## src/rtl/pc_pkg.sv

```systemverilog
// Shared types and defaults for the fetch program-counter generator.
package pc_pkg;

  typedef enum logic [1:0] {
    BOOT   = 2'd0,
    RUN    = 2'd1,
    FROZEN = 2'd2
  } pc_state_t;

  localparam logic [31:0] DEF_RESET_VECTOR = 32'h0000_0000;
  localparam int          DEF_INC          = 4;
  localparam int          DEF_ALIGN_BITS   = 2;

  // A single channel still needs a 1-bit source field.
  function automatic int src_width(input int n);
    return (n > 1) ? $clog2(n) : 1;
  endfunction

endpackage

```

## src/rtl/pc_redirect_arb.sv

```systemverilog
// Fixed-priority redirect selector: lowest channel index wins; flags a misaligned winner.
module pc_redirect_arb
  import pc_pkg::*;
#(
  parameter int XLEN         = 32,
  parameter int NUM_REDIRECT = 3,
  parameter int ALIGN_BITS   = DEF_ALIGN_BITS
) (
  input  logic [NUM_REDIRECT-1:0]              redirect_valid,
  input  logic [NUM_REDIRECT*XLEN-1:0]         redirect_target,
  output logic                                 sel_valid,
  output logic [src_width(NUM_REDIRECT)-1:0]   sel_idx,
  output logic [XLEN-1:0]                      sel_target,
  output logic                                 sel_misaligned
);

  localparam int SRC_W = src_width(NUM_REDIRECT);
  localparam logic [XLEN-1:0] ALIGN_MASK = (XLEN'(1) << ALIGN_BITS) - XLEN'(1);

  // Scan from the top down so the lowest requesting index is written last.
  always_comb begin
    sel_valid  = 1'b0;
    sel_idx    = '0;
    sel_target = '0;
    for (int i = NUM_REDIRECT - 1; i >= 0; i--) begin
      if (redirect_valid[i]) begin
        sel_valid  = 1'b1;
        sel_idx    = SRC_W'(i);
        sel_target = redirect_target[i*XLEN +: XLEN];
      end
    end
  end

  assign sel_misaligned = sel_valid && (|(sel_target & ALIGN_MASK));

endmodule

```

## src/rtl/pc_gen.sv

```systemverilog
// Fetch PC register: sequential advance, prioritised redirects, pending redirect while disabled.
module pc_gen
  import pc_pkg::*;
#(
  parameter int              XLEN         = 32,
  parameter logic [XLEN-1:0] RESET_VECTOR = XLEN'(DEF_RESET_VECTOR),
  parameter int              INC          = DEF_INC,
  parameter int              NUM_REDIRECT = 3,
  parameter int              ALIGN_BITS   = DEF_ALIGN_BITS
) (
  input  logic                               clk,
  input  logic                               rst,
  input  logic                               cpu_en,
  input  logic                               stall,
  input  logic                               fetch_ready,
  input  logic [NUM_REDIRECT-1:0]            redirect_valid,
  input  logic [NUM_REDIRECT*XLEN-1:0]       redirect_target,
  output logic [XLEN-1:0]                    pc,
  output logic                               pc_valid,
  output logic                               redirect_taken,
  output logic [src_width(NUM_REDIRECT)-1:0] redirect_src,
  output logic                               flush,
  output logic                               misalign_err
);

  localparam int SRC_W = src_width(NUM_REDIRECT);

  pc_state_t              state_q, state_d;
  logic [XLEN-1:0]        pc_q, pc_d, pend_target_q, pend_target_d, sel_target;
  logic [SRC_W-1:0]       pend_src_q, pend_src_d, src_q, src_d, sel_idx;
  logic                   pend_valid_q, pend_valid_d, taken_q, taken_d, mis_q, mis_d;
  logic                   sel_valid, sel_misaligned, new_ok, active;

  pc_redirect_arb #(
    .XLEN(XLEN), .NUM_REDIRECT(NUM_REDIRECT), .ALIGN_BITS(ALIGN_BITS)
  ) u_arb (
    .redirect_valid (redirect_valid),
    .redirect_target(redirect_target),
    .sel_valid      (sel_valid),
    .sel_idx        (sel_idx),
    .sel_target     (sel_target),
    .sel_misaligned (sel_misaligned)
  );

  assign new_ok = sel_valid && !sel_misaligned;
  assign active = cpu_en && (state_q == RUN);

  always_comb begin
    state_d       = state_q;
    pc_valid      = 1'b0;
    pc_d          = pc_q;
    pend_valid_d  = pend_valid_q;
    pend_target_d = pend_target_q;
    pend_src_d    = pend_src_q;
    taken_d       = 1'b0;
    src_d         = src_q;
    mis_d         = sel_valid && sel_misaligned;
    flush         = 1'b0;

    case (state_q)
      BOOT:    if (cpu_en) state_d = RUN;
      RUN: begin
        pc_valid = 1'b1;
        if (!cpu_en) state_d = FROZEN;
      end
      FROZEN:  if (cpu_en) state_d = RUN;
      default: state_d = BOOT;
    endcase

    if (active) begin
      flush = new_ok || pend_valid_q;
      if (new_ok) begin
        pc_d         = sel_target;
        taken_d      = 1'b1;
        src_d        = sel_idx;
        pend_valid_d = 1'b0;
      end else if (pend_valid_q) begin
        pc_d         = pend_target_q;
        taken_d      = 1'b1;
        src_d        = pend_src_q;
        pend_valid_d = 1'b0;
      end else if (!stall && fetch_ready && !mis_d) begin
        pc_d = pc_q + XLEN'(INC);
      end
    end else if (new_ok) begin
      // PC is frozen: remember the newest aligned redirect for the first enabled RUN edge.
      pend_valid_d  = 1'b1;
      pend_target_d = sel_target;
      pend_src_d    = sel_idx;
    end
  end

  always_ff @(posedge clk) begin
    if (rst) begin
      state_q       <= BOOT;
      pc_q          <= RESET_VECTOR;
      pend_valid_q  <= 1'b0;
      pend_target_q <= '0;
      pend_src_q    <= '0;
      taken_q       <= 1'b0;
      src_q         <= '0;
      mis_q         <= 1'b0;
    end else begin
      state_q       <= state_d;
      pc_q          <= pc_d;
      pend_valid_q  <= pend_valid_d;
      pend_target_q <= pend_target_d;
      pend_src_q    <= pend_src_d;
      taken_q       <= taken_d;
      src_q         <= src_d;
      mis_q         <= mis_d;
    end
  end

  assign pc             = pc_q;
  assign redirect_taken = taken_q;
  assign redirect_src   = src_q;
  assign misalign_err   = mis_q;

endmodule

```

## config.mk

```make
export PLATFORM = sky130hd
export DESIGN_NAME = pc_gen
export DESIGN_NICKNAME = d
export VERILOG_FILES = /design/src/rtl/pc_pkg.sv /design/src/rtl/pc_redirect_arb.sv /design/src/rtl/pc_gen.sv
export SDC_FILE = /design/constraint.sdc
export NUM_CORES = 1
export LEC_CHECK = 0
export ABC_AREA = 1
export CELL_PAD_IN_SITES_DETAIL_PLACEMENT = 1
export CELL_PAD_IN_SITES_GLOBAL_PLACEMENT = 1
export CORE_MARGIN = 4
export CORE_UTILIZATION = 35
export CTS_CLUSTER_SIZE = 28
export DETAILED_ROUTE_END_ITERATION = 8
export GPL_ROUTABILITY_DRIVEN = 0
export GPL_TIMING_DRIVEN = 0
export HOLD_SLACK_MARGIN = 0.12
export PLACE_DENSITY = 0.89
export SKIP_LAST_GASP = 1
export SYNTH_ARGS = -nofsm -noshare
export SYNTH_HDL_FRONTEND = slang
export SYNTH_SLANG_ARGS = --single-unit
```

## constraint.sdc

```tcl
create_clock -name clk -period 3.4 [get_ports clk]
set_input_delay 0.68 -clock clk [delete_from_list [all_inputs] [get_ports clk]]
set_output_delay 0.68 -clock clk [all_outputs]
set_load 0.02 [all_outputs]
```

### Word level (Yosys, flattened, before mapping)

Index checks and enable logic that the tools add are counted.

* bits in registers: 73
* input port bits: 104
* logic and storage cells: 56
* output and inout bits: 38

* eq/ne operators: 4
* mux-type cells: 21
* reduce and logical (&&, ||, !) cells: 21
* bitwise logic cells: 1
* add/subtract/negate cells: 1

Operators with widths (count)
* $mux 32: 6
* $add 32x3->32 const B: 1
* $mux 2: 7
* $reduce_and 2->1: 4
* $reduce_or 2->1: 4
* $mux 1: 7
* $logic_and 1x1->1: 6
* $pmux 2 s2: 1
* $logic_not 1->1: 3
* $reduce_bool 3->1: 1
* $eq 2x1->1 const B: 1
* $eq 2x2->1 const B: 1
* $logic_not 2->1: 1
* $ne 2x1->1 const B: 1
* $ne 2x2->1 const B: 1
* $reduce_bool 2->1: 1
* $logic_or 1x1->1: 1
* $not 1->1: 1

### Depth between registers and ports, before layout

* depth after elaboration: 11
* gate-level depth with buffers: 11
* depth with buffers taken out: 11

### Cells and area by module

A second synthesis with hierarchy kept.

* cell total of the unflattened synthesis: 793
* area, all modules: 4672.0 µm²

By module, submodules not included
* pc_gen: cells each 642, area an instance 3991.3 µm², times used 1
* pc_redirect_arb: cells each 151, area an instance 680.7 µm², times used 1

### Worst setup path after synthesis

No wires, ideal clock.

* path type: input port to output port
* start: in redirect_valid[0]
* end: out flush
* cell stages on the path: 7
* data arrival time: 1.459 ns
* path slack: 1.261 ns
* buffers on the path: 1
* data required time: 2.720 ns
* cells stage by stage: buf_4 nor2_4 nand2_4 nand4_4 nand2_2 nand2_2 inv_1

* word-level cells in the longest chain between the ends: 7
* elaborated cells on any way between the ends: 8

Ends and longest elaborated chain
* start: declaration: line pc_gen.sv:16 `input logic [NUM_REDIRECT-1:0] redirect_valid,`
* $mux 32: line pc_redirect_arb.sv:26 `if (redirect_valid[i]) begin`
* $reduce_or 2->1: line pc_redirect_arb.sv:34 `assign sel_misaligned = sel_valid && (|(sel_target & ALIGN_MASK));`
* $logic_and 1x1->1: line pc_redirect_arb.sv:34
* $logic_not 1->1: line pc_gen.sv:45 `assign new_ok = sel_valid && !sel_misaligned;`
* $logic_and 1x1->1 *: line pc_gen.sv:45
* $logic_or 1x1->1 *: line pc_gen.sv:71 `flush = new_ok || pend_valid_q;`
* $mux 1 *: line pc_gen.sv:70 `if (active) begin`
* end: declaration: line pc_gen.sv:22 `output logic flush,`

Every way passes the cells marked *; elsewhere a longest branch is shown, timed or not.

### Worst setup path after layout

* start: in cpu_en
* end: out flush

* word-level cells in the longest chain between the ends: 2

Ends and longest elaborated chain
* start: declaration: line pc_gen.sv:13 `input logic cpu_en,`
* $logic_and 1x1->1: line pc_gen.sv:46 `assign active = cpu_en && (state_q == RUN);`
* $mux 1: line pc_gen.sv:70

No other way between the ends.

==> impl_metrics.toml <==
[status]
status = "finished clean"

[cells_and_area]
n_antenna_cell = 0
nNetsFinal = 1103
final_cell_mix = "343 x nand2_1, 140 x clkdlybuf4s50_1, 135 x nand3_1"
num-fill-cells = 1864
area_growth_pct = 41.0
layout-drive-gt1-share_pct = 7.48
design_area_mm2 = 0.00694
multi_input_area_mm2 = 0.00298
seq_area_mm2 = 0.00146
layout_commonest_cell = "nand2_1"

[floorplan]
rows = 43
die_w_um = 127
die_h_um = 127
initial_core_util_pct = 35.6
fp.coreArea_mm2 = 0.0138
io_pins = 142
die_area_mm2 = 0.0160

[sta]
finalCriticalPeriod_ps = 3280
setup_violations = 0
finalCritPeriodShare_pct = 96.4
skew_ps = 11.3
finalHoldViolCount = 0
fmax_ghz = 0.305
worst_pin_slew_ps = 620
grt_setup_unrepaired = "false"
tns_ps = 0
whs_ps = 455
slew_violations = 0
slew_headroom_pct = 58.7

[power]
total_power_mw = 2.84
power.density_mw_per_mm2 = 410
ir_drop_mv = 0.262
p_leak_nw = 2.96

[synth]
synthArstFlopShare_pct = 0
synth-seq-area-share_pct = 29.7
syn_area_per_cell_um2 = 5.81
synth.top_cell.area_share_pct = 29.7
synth_area_leaders = "dfxtp_1 30%, nand2_1 26%, nand3_1 14%"
ys_seq_elements = 73
yosysWarningCount = 0
synth_top_area_cell = "dfxtp_1"
synth_ff_type = "dfxtp_1"
synth_edf_count = 0
syn_area_mm2 = 0.00492
ys_types = 31
synthesis.instances = 847
syn_nets = 952

[placement]
dp_hpwl_mm = 15.6
port_buffers = 140
postPlaceCellArea_mm2 = 0.00655

[route]
via_per_inst = 5.18
drt_iter0_markers = 440
drc = 0
drtPass1Iterations = 5
vias = 6123
ant_nets = 0
routedWlPerCell_um = 17.1
drt_wl_total_mm = 20.2

[setup_path]
critical_path.startpoint_type = "primary input"
worstSetupEndpointType = "output port"
crit_type = "in2out"
critPathArrivalTime_ps = 2600
path_max_fanout = 6
cp.required_ps = 2720

[clocking]
cts_buffer_depth = 2
holdBufCountCts = 0
clkTransAtPathRegs_ps = 60
cts_resized = 0
cts_sinks = 73
cts_setup_buffers = 0
root_buffer = "clkbuf_16"
htreeDepth = 3
clk_latency_ps = 360
numCtsBuffers = 9
cts_tree = "yes"

[worst_hold_path]
hold_path_class = "reg2reg"

[global_routing]
grt_max_degree = 14
grt_pass1_vias = 6456
grt_usage_pct = 25.1
gr-total-overflow = 0
antenna_found_initial = 0
grt_pass1_wl_mm = 32.5

[job]
drv_cap = 0
synth_stat cells, drive strengths merged, types with 2 or more instances:
cell    instances
nor3            2
nor2           87
clkbuf         16
a21oi          53
nand2         350
nand3         138
xor2            8
nand4           5
buf            31
o21ai          21
inv            55
dfxtp          73
and2            2
final timing paths:
kind / startpoint / to / slack, ps / cells after the start
max: cpu_en / flush / 120 / 6
max reg2reg: pc[2] / pc[20] / 1300 / 8
min: pend_target_q[0] / pend_target_q[0] / 460 / 2
min reg2reg: pend_target_q[0] / pend_target_q[0] / 460 / 2
through the flow:
stage                     setup slack (ps)  utilization [%]  instances
after CTS                              151             50.2       1183
after global placement                 142             47.3       1167
after floorplan                       1260                -        847
after global routing                  65.2             50.2       1183
after detailed placement               146             47.3       1167
final                                  123             50.2       1183
critical path: stages:
cell	delay [ps]
clkdlybuf4s50_1	490
inv_1	70
nor2_2	360
nand2_2	170
inv_1	190
clkdlybuf4s50_1	630
power breakdown:
part | switching (mW) | internal [mW]
sequential | 0.0449 | 0.905
combinational | 0.346 | 0.266
clock | 0.414 | 0.867
total | 0.804 | 2.04
state kept, by name, indices dropped and copies added (netlist names):
signal and count:
pc 32, pend_target_q 32, pend_src_q 2, redirect_src 2, state_q 2, misalign_err 1, pend_valid_q 1, redirect_taken 1
metal layers:
metal	GRT usage (%)	vias up	share of wire, %
met1	31.8	2887	45
met3	4.72	35	5.8
met5	0	-	0
met4	8.33	0	2.0
li1	-	2993	-
met2	42.8	208	47
area by class of cell:
type,instances,area share (%)
plain buffers,47,3.88
clock buffers,9,3.25
clock inverters,7,2.40
inverters,55,2.98
multi-input cells,672,43.0
flip-flops and latches,73,21.1
well taps,180,3.25
repair buffers,140,20.2
cell families (layout without fill, tap and decap cells):
kind of cell / count (synthesis) / in the layout / share of synthesized area [%]
AOI/OAI and AO/OA: 75 / 75 / 7.76
and+or+nand+nor: 587 / 587 / 51.0
DFF: 73 / 73 / 29.7
buffers and inverters: 102 / 258 / 9.67
adders and majority gates: 1 / 1 / 0.254
xor gates and xnor gates: 9 / 9 / 1.60
Power figures use the tool's default switching activity.
